===== config.mk =====
export PLATFORM = sky130hd
export DESIGN_NAME = cmd_packet_rx
export DESIGN_NICKNAME = d
export VERILOG_FILES = /design/src/rtl/dscope_pkg.sv /design/src/rtl/cmd_rx_timeout.sv /design/src/rtl/cmd_packet_rx.sv
export SDC_FILE = /design/constraint.sdc
export NUM_CORES = 1
export LEC_CHECK = 0
export CAP_MARGIN = 20
export CORE_ASPECT_RATIO = 1.5
export CORE_MARGIN = 2
export CORE_UTILIZATION = 48
export DETAILED_ROUTE_END_ITERATION = 6
export PLACE_DENSITY = 0.77
export SLEW_MARGIN = 0
export SYNTH_ARGS = -nofsm -noshare
export SYNTH_HDL_FRONTEND = slang
export SYNTH_SLANG_ARGS = --single-unit

===== constraint.sdc =====
create_clock -name clk -period 2.19 [get_ports clk]
set_clock_uncertainty 0.2 [all_clocks]
set_input_delay 0.438 -clock clk [delete_from_list [all_inputs] [get_ports clk]]
set_output_delay 0.438 -clock clk [all_outputs]
set_load 0.05 [all_outputs]

===== src/rtl/dscope_pkg.sv =====
`default_nettype none
// +------------------------------------------------------------------------+
// | Package : dscope_pkg                                                   |
// | Shared definitions for the command path into the parameter bank:       |
// | the sync word, the packet-receiver state encoding and the NCMD field   |
// | positions inside a 32-bit command word.                                |
// | Revision: 1.0 - initial release                                        |
// +------------------------------------------------------------------------+
package dscope_pkg;

  // Sync word, also used by control_param to validate packets.
  localparam logic [31:0] CMD_MAGIC = 32'hF0AA550F;

  // Receiver states. CHK is only reachable when CMD_PKT_CHK_EN is defined.
  typedef enum logic [1:0] {
    ST_HUNT = 2'd0,
    ST_BODY = 2'd1,
    ST_CHK  = 2'd2,
    ST_OUT  = 2'd3
  } rx_state_t;

  // NCMD field positions inside the command word.
  localparam int NCMD_GLOBAL_BIT = 31;
  localparam int NCMD_CHAN_MSB   = 30;
  localparam int NCMD_CHAN_LSB   = 29;
  localparam int NCMD_SLOT_MSB   = 28;
  localparam int NCMD_SLOT_LSB   = 27;
  localparam int NCMD_NCMD_MSB   = 26;
  localparam int NCMD_NCMD_LSB   = 23;

  // XOR of the four command bytes (check byte value).
  function automatic logic [7:0] cmd_xor(input logic [31:0] c);
    return c[31:24] ^ c[23:16] ^ c[15:8] ^ c[7:0];
  endfunction

endpackage
`default_nettype wire


===== src/rtl/cmd_rx_timeout.sv =====
`default_nettype none
// +------------------------------------------------------------------------+
// | Module  : cmd_rx_timeout                                               |
// | Inter-byte idle counter for the packet receiver.                       |
// | Ports   : clk, rst_n (async, active-low)                               |
// |           clr    - zero the counter (takes priority over en)           |
// |           en     - count one idle clock                                |
// |           expire - this idle clock is the TIMEOUT-th one               |
// | Revision: 1.0 - initial release                                        |
// +------------------------------------------------------------------------+
module cmd_rx_timeout #(
  parameter logic [15:0] TIMEOUT = 16'd20000
) (
  input  logic clk,
  input  logic rst_n,
  input  logic clr,
  input  logic en,
  output logic expire
);

  logic [15:0] cnt;

  always_ff @(posedge clk or negedge rst_n) begin
    if (!rst_n) begin
      cnt <= '0;
    end else if (clr) begin
      cnt <= '0;
    end else if (en) begin
      cnt <= cnt + 16'd1;
    end
  end

  // Counter holds the number of idle clocks already seen, so the
  // TIMEOUT-th idle clock is the one where cnt == TIMEOUT-1.
  assign expire = en && !clr && (cnt == (TIMEOUT - 16'd1));

endmodule
`default_nettype wire


===== src/rtl/cmd_packet_rx.sv =====
`default_nettype none
// +------------------------------------------------------------------------+
// | Module  : cmd_packet_rx                                                |
// | Hunts the host byte stream for the sync word, collects the 4-byte      |
// | big-endian command that follows and offers {magic, command} to the     |
// | parameter bank on a valid/ready handshake. Partial packets are dropped |
// | on inter-byte timeout and counted.                                     |
// | Option  : define CMD_PKT_CHK_EN to require a trailing XOR check byte.  |
// | Ports   : clk, rst_n (async, active-low)                               |
// |           i_byte/i_byte_vld/o_byte_rdy  - input byte stream            |
// |           o_cmd_magic/o_cmd_command/o_cmd_vld/i_cmd_rdy - packet out   |
// |           o_drop_cnt (saturating), o_pkt_cnt (wrapping)                |
// | Revision: 1.0 - initial release                                        |
// +------------------------------------------------------------------------+
module cmd_packet_rx
  import dscope_pkg::*;
#(
  parameter logic [31:0] MAGIC   = CMD_MAGIC,
  parameter logic [15:0] TIMEOUT = 16'd20000
) (
  input  logic        clk,
  input  logic        rst_n,
  input  logic [7:0]  i_byte,
  input  logic        i_byte_vld,
  output logic        o_byte_rdy,
  output logic [31:0] o_cmd_magic,
  output logic [31:0] o_cmd_command,
  output logic        o_cmd_vld,
  input  logic        i_cmd_rdy,
  output logic [7:0]  o_drop_cnt,
  output logic [15:0] o_pkt_cnt
);

  rx_state_t   state;
  logic [31:0] win;
  logic [31:0] cmd;
  logic [1:0]  bcnt;

  logic        byte_acc;
  logic        in_pkt;
  logic        tmo_expire;
  logic [31:0] win_next;
  logic [31:0] cmd_next;
  logic [7:0]  drop_inc;

  // Ready depends on state alone so the upstream FIFO never sees a loop.
  assign o_byte_rdy = (state != ST_OUT);
  assign byte_acc   = i_byte_vld && o_byte_rdy;
  assign in_pkt     = (state == ST_BODY) || (state == ST_CHK);
  assign win_next   = {win[23:0], i_byte};
  assign cmd_next   = {cmd[23:0], i_byte};
  assign drop_inc   = (o_drop_cnt == 8'hFF) ? 8'hFF : (o_drop_cnt + 8'd1);

  // Idle counting only runs inside a packet; everywhere else it is held
  // at zero so the first body byte always starts from a fresh count.
  cmd_rx_timeout #(
    .TIMEOUT (TIMEOUT)
  ) u_timeout (
    .clk    (clk),
    .rst_n  (rst_n),
    .clr    (byte_acc || !in_pkt),
    .en     (in_pkt && !byte_acc),
    .expire (tmo_expire)
  );

  always_ff @(posedge clk or negedge rst_n) begin
    if (!rst_n) begin
      state         <= ST_HUNT;
      win           <= '0;
      cmd           <= '0;
      bcnt          <= '0;
      o_cmd_magic   <= '0;
      o_cmd_command <= '0;
      o_cmd_vld     <= 1'b0;
      o_drop_cnt    <= '0;
      o_pkt_cnt     <= '0;
    end else begin
      case (state)
        ST_HUNT: begin
          if (byte_acc) begin
            win <= win_next;
            if (win_next == MAGIC) begin
              state <= ST_BODY;
              bcnt  <= '0;
            end
          end
        end

        ST_BODY: begin
          if (byte_acc) begin
            cmd  <= cmd_next;
            bcnt <= bcnt + 2'd1;
            if (bcnt == 2'd3) begin
`ifdef CMD_PKT_CHK_EN
              state <= ST_CHK;
`else
              state         <= ST_OUT;
              o_cmd_vld     <= 1'b1;
              o_cmd_magic   <= MAGIC;
              o_cmd_command <= cmd_next;
`endif
            end
          end else if (tmo_expire) begin
            state      <= ST_HUNT;
            win        <= '0;
            o_drop_cnt <= drop_inc;
          end
        end

`ifdef CMD_PKT_CHK_EN
        ST_CHK: begin
          if (byte_acc) begin
            if (i_byte == cmd_xor(cmd)) begin
              state         <= ST_OUT;
              o_cmd_vld     <= 1'b1;
              o_cmd_magic   <= MAGIC;
              o_cmd_command <= cmd;
            end else begin
              state      <= ST_HUNT;
              win        <= '0;
              o_drop_cnt <= drop_inc;
            end
          end else if (tmo_expire) begin
            state      <= ST_HUNT;
            win        <= '0;
            o_drop_cnt <= drop_inc;
          end
        end
`endif

        ST_OUT: begin
          if (i_cmd_rdy) begin
            state     <= ST_HUNT;
            win       <= '0;
            o_cmd_vld <= 1'b0;
            o_pkt_cnt <= o_pkt_cnt + 16'd1;
          end
        end

        default: begin
          state <= ST_HUNT;
        end
      endcase
    end
  end

endmodule
`default_nettype wire


* Word level (Yosys, flattened, before mapping)
Cells that the tools add are included.
** Storage, ports and cells
- Register bits after elaboration :: 126
- Latch bits :: 0
- Bits in writable memories :: 0
- Memory bits (read-only) :: 0
- Input bits :: 12
- Output and inout port bits :: 90
- Memories kept :: 0
** Cells by class
- Add/sub/neg operators :: 4
- Multiply operators :: 0
- Div/mod/pow operators :: 0
- Order comparisons :: 0
- Equal/unequal tests :: 17
- Shifts and indexed selects :: 0
- Mux-type cells :: 23
- Bitwise gates (word level) :: 1
- Reduce and logical (&&, ||, !) cells :: 22
** Operators with widths (number)
- 24-bit two-way mux :: 4
- 24-bit case mux with 3 select lines :: 1
- 16-bit by 1-bit adder with 16-bit output (second input constant) :: 2
- 32-bit equality test (second input constant) :: 1
- 16-bit two-way mux :: 2
- 2-bit two-way mux :: 9
- 16-bit by 15-bit equality test with 1-bit output (second input constant) :: 1
- 2-bit inequality test (second input constant) :: 7
- 5-bit AND reduction :: 2
- 8-bit by 1-bit adder with 8-bit output (second input constant) :: 1
- 8-bit equality test (second input constant) :: 1
- 8-bit two-way mux :: 1
- 4-bit AND reduction :: 2
- 2-bit equality test (second input constant) :: 3
- 2-bit case mux with 3 select lines :: 1
- 3-bit AND reduction :: 2
- 2-bit nonzero test :: 3
- 1-bit logical AND :: 4
- 2-bit case mux with 2 select lines :: 1
- 2-bit AND reduction :: 2
- 1-bit zero test :: 3
- 1-bit two-way mux :: 3
- 3-bit by 2-bit inequality test with 1-bit output (second input constant) :: 1
- 3-bit inequality test (second input constant) :: 1
- 8 further kinds :: 9

* Longest topological paths before layout
- Depth in word-level cells :: 10
- Gate-level depth with buffers :: 9
- Gate-level depth less buffers :: 7

* Cells and area by module
A second synthesis with hierarchy kept.
** Unflattened totals
- Cells, all modules :: 560
- Area, all modules :: 6003.3 µm²
** Modules (own cells, without submodules)
- cmd_packet_rx :: instances 1, cells each 468, area each 5087.4 µm²
- cmd_rx_timeout :: instances 1, cells each 92, area each 915.9 µm²

* Worst setup path after synthesis
No wires, ideal clock.
- Kind :: flip-flop to flip-flop
- Start point :: reg state[0]
- End point :: reg win[10]
- Setup time :: 79 ps
- Data arrival time :: 1786 ps
- Setup slack :: 124 ps
- Cell stages (with the launch flop) :: 9
- Period minus slack after synthesis :: 2066 ps
- Cell sequence :: dfrtp_1 -> ha_1 -> buf_2 -> nand2b_1 -> nand3_1 -> nor2_2 -> o211ai_4 -> buf_6 -> mux2i_1
** Between the ends
- Longest elaborated chain between the ends :: 9
** Ends and longest elaborated chain
- start: declaration :: line cmd_packet_rx.sv:34 : rx_state_t state;
- start signal: assignment :: line cmd_packet_rx.sv:68 : state <= ST_HUNT;
- start signal: assignment :: line cmd_packet_rx.sv:83 : state <= ST_BODY;
- start signal: assignment :: line cmd_packet_rx.sv:97 : state <= ST_OUT;
- 2-bit by 1-bit equality test with 1-bit output or 2-bit equality test (tied branches) :: line cmd_packet_rx.sv:49, cmd_packet_rx.sv:78
- 1-bit logical OR :: line cmd_packet_rx.sv:49 : assign in_pkt = (state == ST_BODY) || (state == ST_CHK);
- 1-bit zero test :: line cmd_packet_rx.sv:61 : .clr (byte_acc || !in_pkt),
- 1-bit logical OR :: line cmd_packet_rx.sv:61
- 1-bit zero test :: line cmd_rx_timeout.sv:35 : assign expire = en && !clr && (cnt == (TIMEOUT - 16'd1));
- 1-bit logical AND (2 in a row) :: line cmd_rx_timeout.sv:35
- 2-bit inequality test (no line)
- 5-bit AND reduction (no line)
- end signal: assignment :: line cmd_packet_rx.sv:81 : win <= win_next;
- end: declaration :: line cmd_packet_rx.sv:35 : logic [31:0] win;
Parallel ways exist; a longest one is shown, timed or not.
A chain may end at the register's enable or synchronous reset.

* Worst setup path after layout
- Start point :: in i_byte[6]
- End point :: reg bcnt[1]
** Between the ends
- Longest elaborated chain between the ends :: 3
** Ends and longest elaborated chain
- start: declaration :: line cmd_packet_rx.sv:23 : input logic [7:0] i_byte,
- 32-bit equality test :: line cmd_packet_rx.sv:82 : if (win_next == MAGIC) begin
- 2-bit inequality test (no line)
- 4-bit AND reduction (no line)
- end signal: assignment :: line cmd_packet_rx.sv:92 : bcnt <= bcnt + 2'd1;
- end: declaration :: line cmd_packet_rx.sv:37 : logic [1:0] bcnt;
Every way passes these cells.

==> qor.csv <==
stage;metric;value;unit
cells_and_area;Syn-to-layout area delta;29.1;%
route;Iteration-0 DRC Markers;177;
floorplanning;Rows;48;
place;DP HPWL;7820;um
cells_and_area;Layout Nets;609;
worst_hold_path;WHS Path Cells;1;
cells_and_area;layout cell share with drive strength beyond 1;29.2;%
floorplanning;Starting Density;49.5;%
setup_path;CP Capture Type;register;
setup_path;critical path peak fanout;5;
synthesis;Compound-Gate Fraction of Synth Area;2.68;%
synthesis;post-synthesis mux area share;15.8;%
floorplanning;IO Pins;102;
setup_path;Cell Chain, Critical Path;clkdlybuf4s50_1, and4b_1, nand4_1, o41a_1, buf_4, o31ai_1;
setup_path;Critical Path RT;2.28;ns
floorplanning;DIE AREA;12900;um2
route;Routed WL per cell;15.6;um
cts;Clk pin slew, worst setup/hold paths;0.06;ns
cts;Max H-tree Level;4;
synthesis;warnings from Yosys;0;
setup_path;R2R depth;6;
setup_path;Crit Path Category;input pin to register;
place;placed cell area;6750;um2
grt;largest net degree at the start of global routing;45;
route;via count;3888;
sta;final critical-path required period;2.13;ns
synthesis;Async SR Flop Fraction;100;%
synthesis;Yosys cell types;48;
route;vias per inst;5.17;
cells_and_area;Post-Layout Cell Count;752;
route;post-route ant nets;0;
synthesis;synthesized area;5740;um2
pwr;peak supply drop;1.11;mV
grt;GRT Resource Usage Total;19.4;%
grt;initial antenna violation count;0;
cts;total clock sinks;126;
grt;first-pass GRT wire length;19300;um
floorplanning;CORE AREA;11600;um2
cells_and_area;ANT cells;0;
synthesis;Post-Synth Simple-Gate Area;12.5;%
sta;final hold violations;0;
place;Placed Cells;714;
sta;worst rel slew slack;66.0;%
setup_path;CP max-delay cell;o41a_1;
synthesis;count of flip-flops with a built-in enable after synthesis;0;
sta;setup violators final;0;
sta;Max Fclk;0.469;GHz
synthesis;mean area per synthesized cell;12.0;um2
cells_and_area;area of the multi-input gates;2240;um2
route;DRT Wirelength;11800;um
cts;Clock Tree Root;clkbuf_16;
sta;Slew Limit Fails;0;
sta;period utilisation layout;97.4;%
cells_and_area;Filler cells;899;
route;drt drc;0;
pwr;Power Dens Cells;1540;nW/um2
grt;gr ovfl total;0;
setup_path;Worst EP arrival;2.23;ns
pwr;Pwr Total;0.0114;W
synthesis;synthesized flop and latch total;126;
cts;CTS Buf Count;17;
flow_run;# Max-Cap Violations;0;
worst_hold_path;worst hold-check path type;register to register;
grt;vias in the first global route;4003;
setup_path;CP Launch Type;input pin;
synthesis;register area share after synthesis;54.9;%
pwr;Leakage;3.64;nW
cells_and_area;register area;3150;um2
place;gp weighted congestion;0.855;
synthesis;area share of fa/ha/maj cells after synthesis;1.74;%
route;DR pass1 iterations;4;
cts;CTS tree;done;
setup_path;Crit path largest cell delay;0.51;ns
place;I/O Buffers;85;
cts;Max clock buf depth;2;
outcome;status;finished clean;
synthesis;Mapped Cells;478;
floorplanning;Die W;93.3;um
cells_and_area;Final Cell Area;7410;um2
synthesis;ys flop type;dfrtp_1;
cts;Clock Latency Late Sink;0.42;ns
synthesis;xor/xnor share of the synthesized area;4.88;%
sta;Worst Tran Pin Value;0.512;ns
floorplanning;Die Ht;138;um
synthesis;combinational family with the most area after synthesis;multiplexers;
## stage by stage
stage | util (%) | hold WS, ns | setup TNS (ns) | worst slack [ns]
6_report | 64.0 | 0.277 | 0 | 0.0578
5_1_grt | 64.0 | 0.289 | -0.0566 | -0.0244
4_1_cts | 63.2 | 0.282 | 0 | 0.0544
3_5_place_dp | 58.2 | 0.211 | -4.98 | -0.229
3_3_place_gp | 58.2 | 0.205 | -3.35 | -0.189
2_1_floorplan | - | -0.0576 | 0 | 0.124
## critical path: cells and delay by family
kind                   cells  cell delay [ns]
buffers and inverters      2             0.60
AND/OR/NAND/NOR            2             0.38
AO/OA/AOI/OAI              2             0.81
## power by group
group	internal, W	switching [W]
Clock	0.00174	0.00118
Combinational	0.00178	0.00308
Sequential	0.00313	0.000543
Total	0.00665	0.00480
## final cells by class
cell class	instances	area share [%]
multi-input combinational	290	30.3
timing repair buffer	120	14.6
inverter	34	1.72
clock buffer	17	5.74
clock inverter	15	2.58
tap	150	2.53
sequential	126	42.5
## state kept, by name (all words and copies together), names as in the netlist
signal,count
bcnt,2
cmd,24
o_cmd_command,32
o_cmd_magic,1
o_cmd_vld,1
o_drop_cnt,8
o_pkt_cnt,16
state,2
u_timeout.cnt,16
win,24
## synthesized netlist by cell type (2+ instances only)
cell type / instances / area, um2
xnor2_1: 19 / 166
nand2b_1: 5 / 31.3
mux2_1: 2 / 22.5
o21ai_0: 6 / 30.0
and3_1: 4 / 25.0
inv_1: 34 / 128
mux2_2: 57 / 642
and4_1: 3 / 26.3
mux2i_1: 24 / 240
nand2_1: 39 / 146
xor2_1: 13 / 114
nor2_1: 26 / 97.6
buf_6: 2 / 22.5
buf_4: 31 / 233
nor4_1: 2 / 12.5
clkbuf_1: 3 / 11.3
nand3_1: 16 / 80.1
o22ai_1: 2 / 12.5
nand4_1: 15 / 93.8
o31ai_1: 2 / 15.0
a21oi_1: 4 / 20.0
dfrtp_1: 126 / 3150
ha_1: 8 / 100
nor3_2: 2 / 20.0
nor3_1: 2 / 10.0
nor4bb_1: 3 / 30.0
buf_2: 7 / 35.0
## path summary, 6_finish.rpt
kind	from	to	slack (ns)
worst min-delay path	o_pkt_cnt[15]$_DFFE_PN0P_	o_pkt_cnt[15]$_DFFE_PN0P_	0.28
min in group asynchronous	rst_n	o_cmd_command[21]$_DFFE_PN0P_	0.31
worst max register to register	u_timeout.cnt[1]$_DFF_PN0_	o_drop_cnt[6]$_DFFE_PN0P_	0.09
max in group asynchronous	rst_n	o_pkt_cnt[8]$_DFFE_PN0P_	0.88
worst max-delay path	i_byte[6]	bcnt[1]$_DFFE_PN0P_	0.06
worst min register to register	o_pkt_cnt[15]$_DFFE_PN0P_	o_pkt_cnt[15]$_DFFE_PN0P_	0.28
## cell families (layout without fill, tap and decap cells)
logic type | after synthesis | after routing
AND/OR/NAND/NOR | 129 | 129
multiplexers | 83 | 83
other | 1 | 16
AO/OA/AOI/OAI | 22 | 22
adder cells (fa/ha/maj) | 8 | 8
XOR/XNOR | 32 | 32
buffers and inverters | 77 | 186
flip-flops | 126 | 126
## placed cells by master (no fill, tap or decap), types with 3 or more instances in the layout
master,Yosys,layout
a21oi_1,4,4
and3_1,4,4
buf_12,0,7
buf_4,31,63
clkbuf_16,0,18
clkdlybuf4s50_1,0,10
clkinv_4,0,3
conb_1,1,16
dfrtp_1,126,126
dlygate4sd2_1,0,37
ha_1,8,5
ha_2,0,3
inv_1,34,34
inv_6,0,5
inv_8,0,4
mux2_2,57,57
mux2i_1,24,24
nand2_1,39,39
nand2b_1,5,5
nand3_1,16,14
nand4_1,15,15
nor2_1,26,26
nor4bb_1,3,3
o21ai_0,6,6
xnor2_1,19,19
xor2_1,13,13
## layer usage
layer / GRT usage [%] / vias to the layer above / part of all wire [%] / wire, um
met1: 22.4 / 1961 / 39 / 4630
li1: - / 1806 / - / -
met4: 8.01 / 0 / 2.5 / 293
met3: 5.87 / 24 / 3.8 / 445
met5: 0 / - / 0 / 0
met2: 33.6 / 97 / 54 / 6380
## timing repair
action | CTS | global route
cloned | 0 | 1
buffers inserted | 0 | 4
gates resized for setup | 37 | 9
pin swaps | 0 | 1
endpoints found under the setup margin | 37 | 32
hold endpoints to repair | 30 | 0
hold buffers | 1 | 0
No activity file was read; power rests on OpenSTA's default activity.
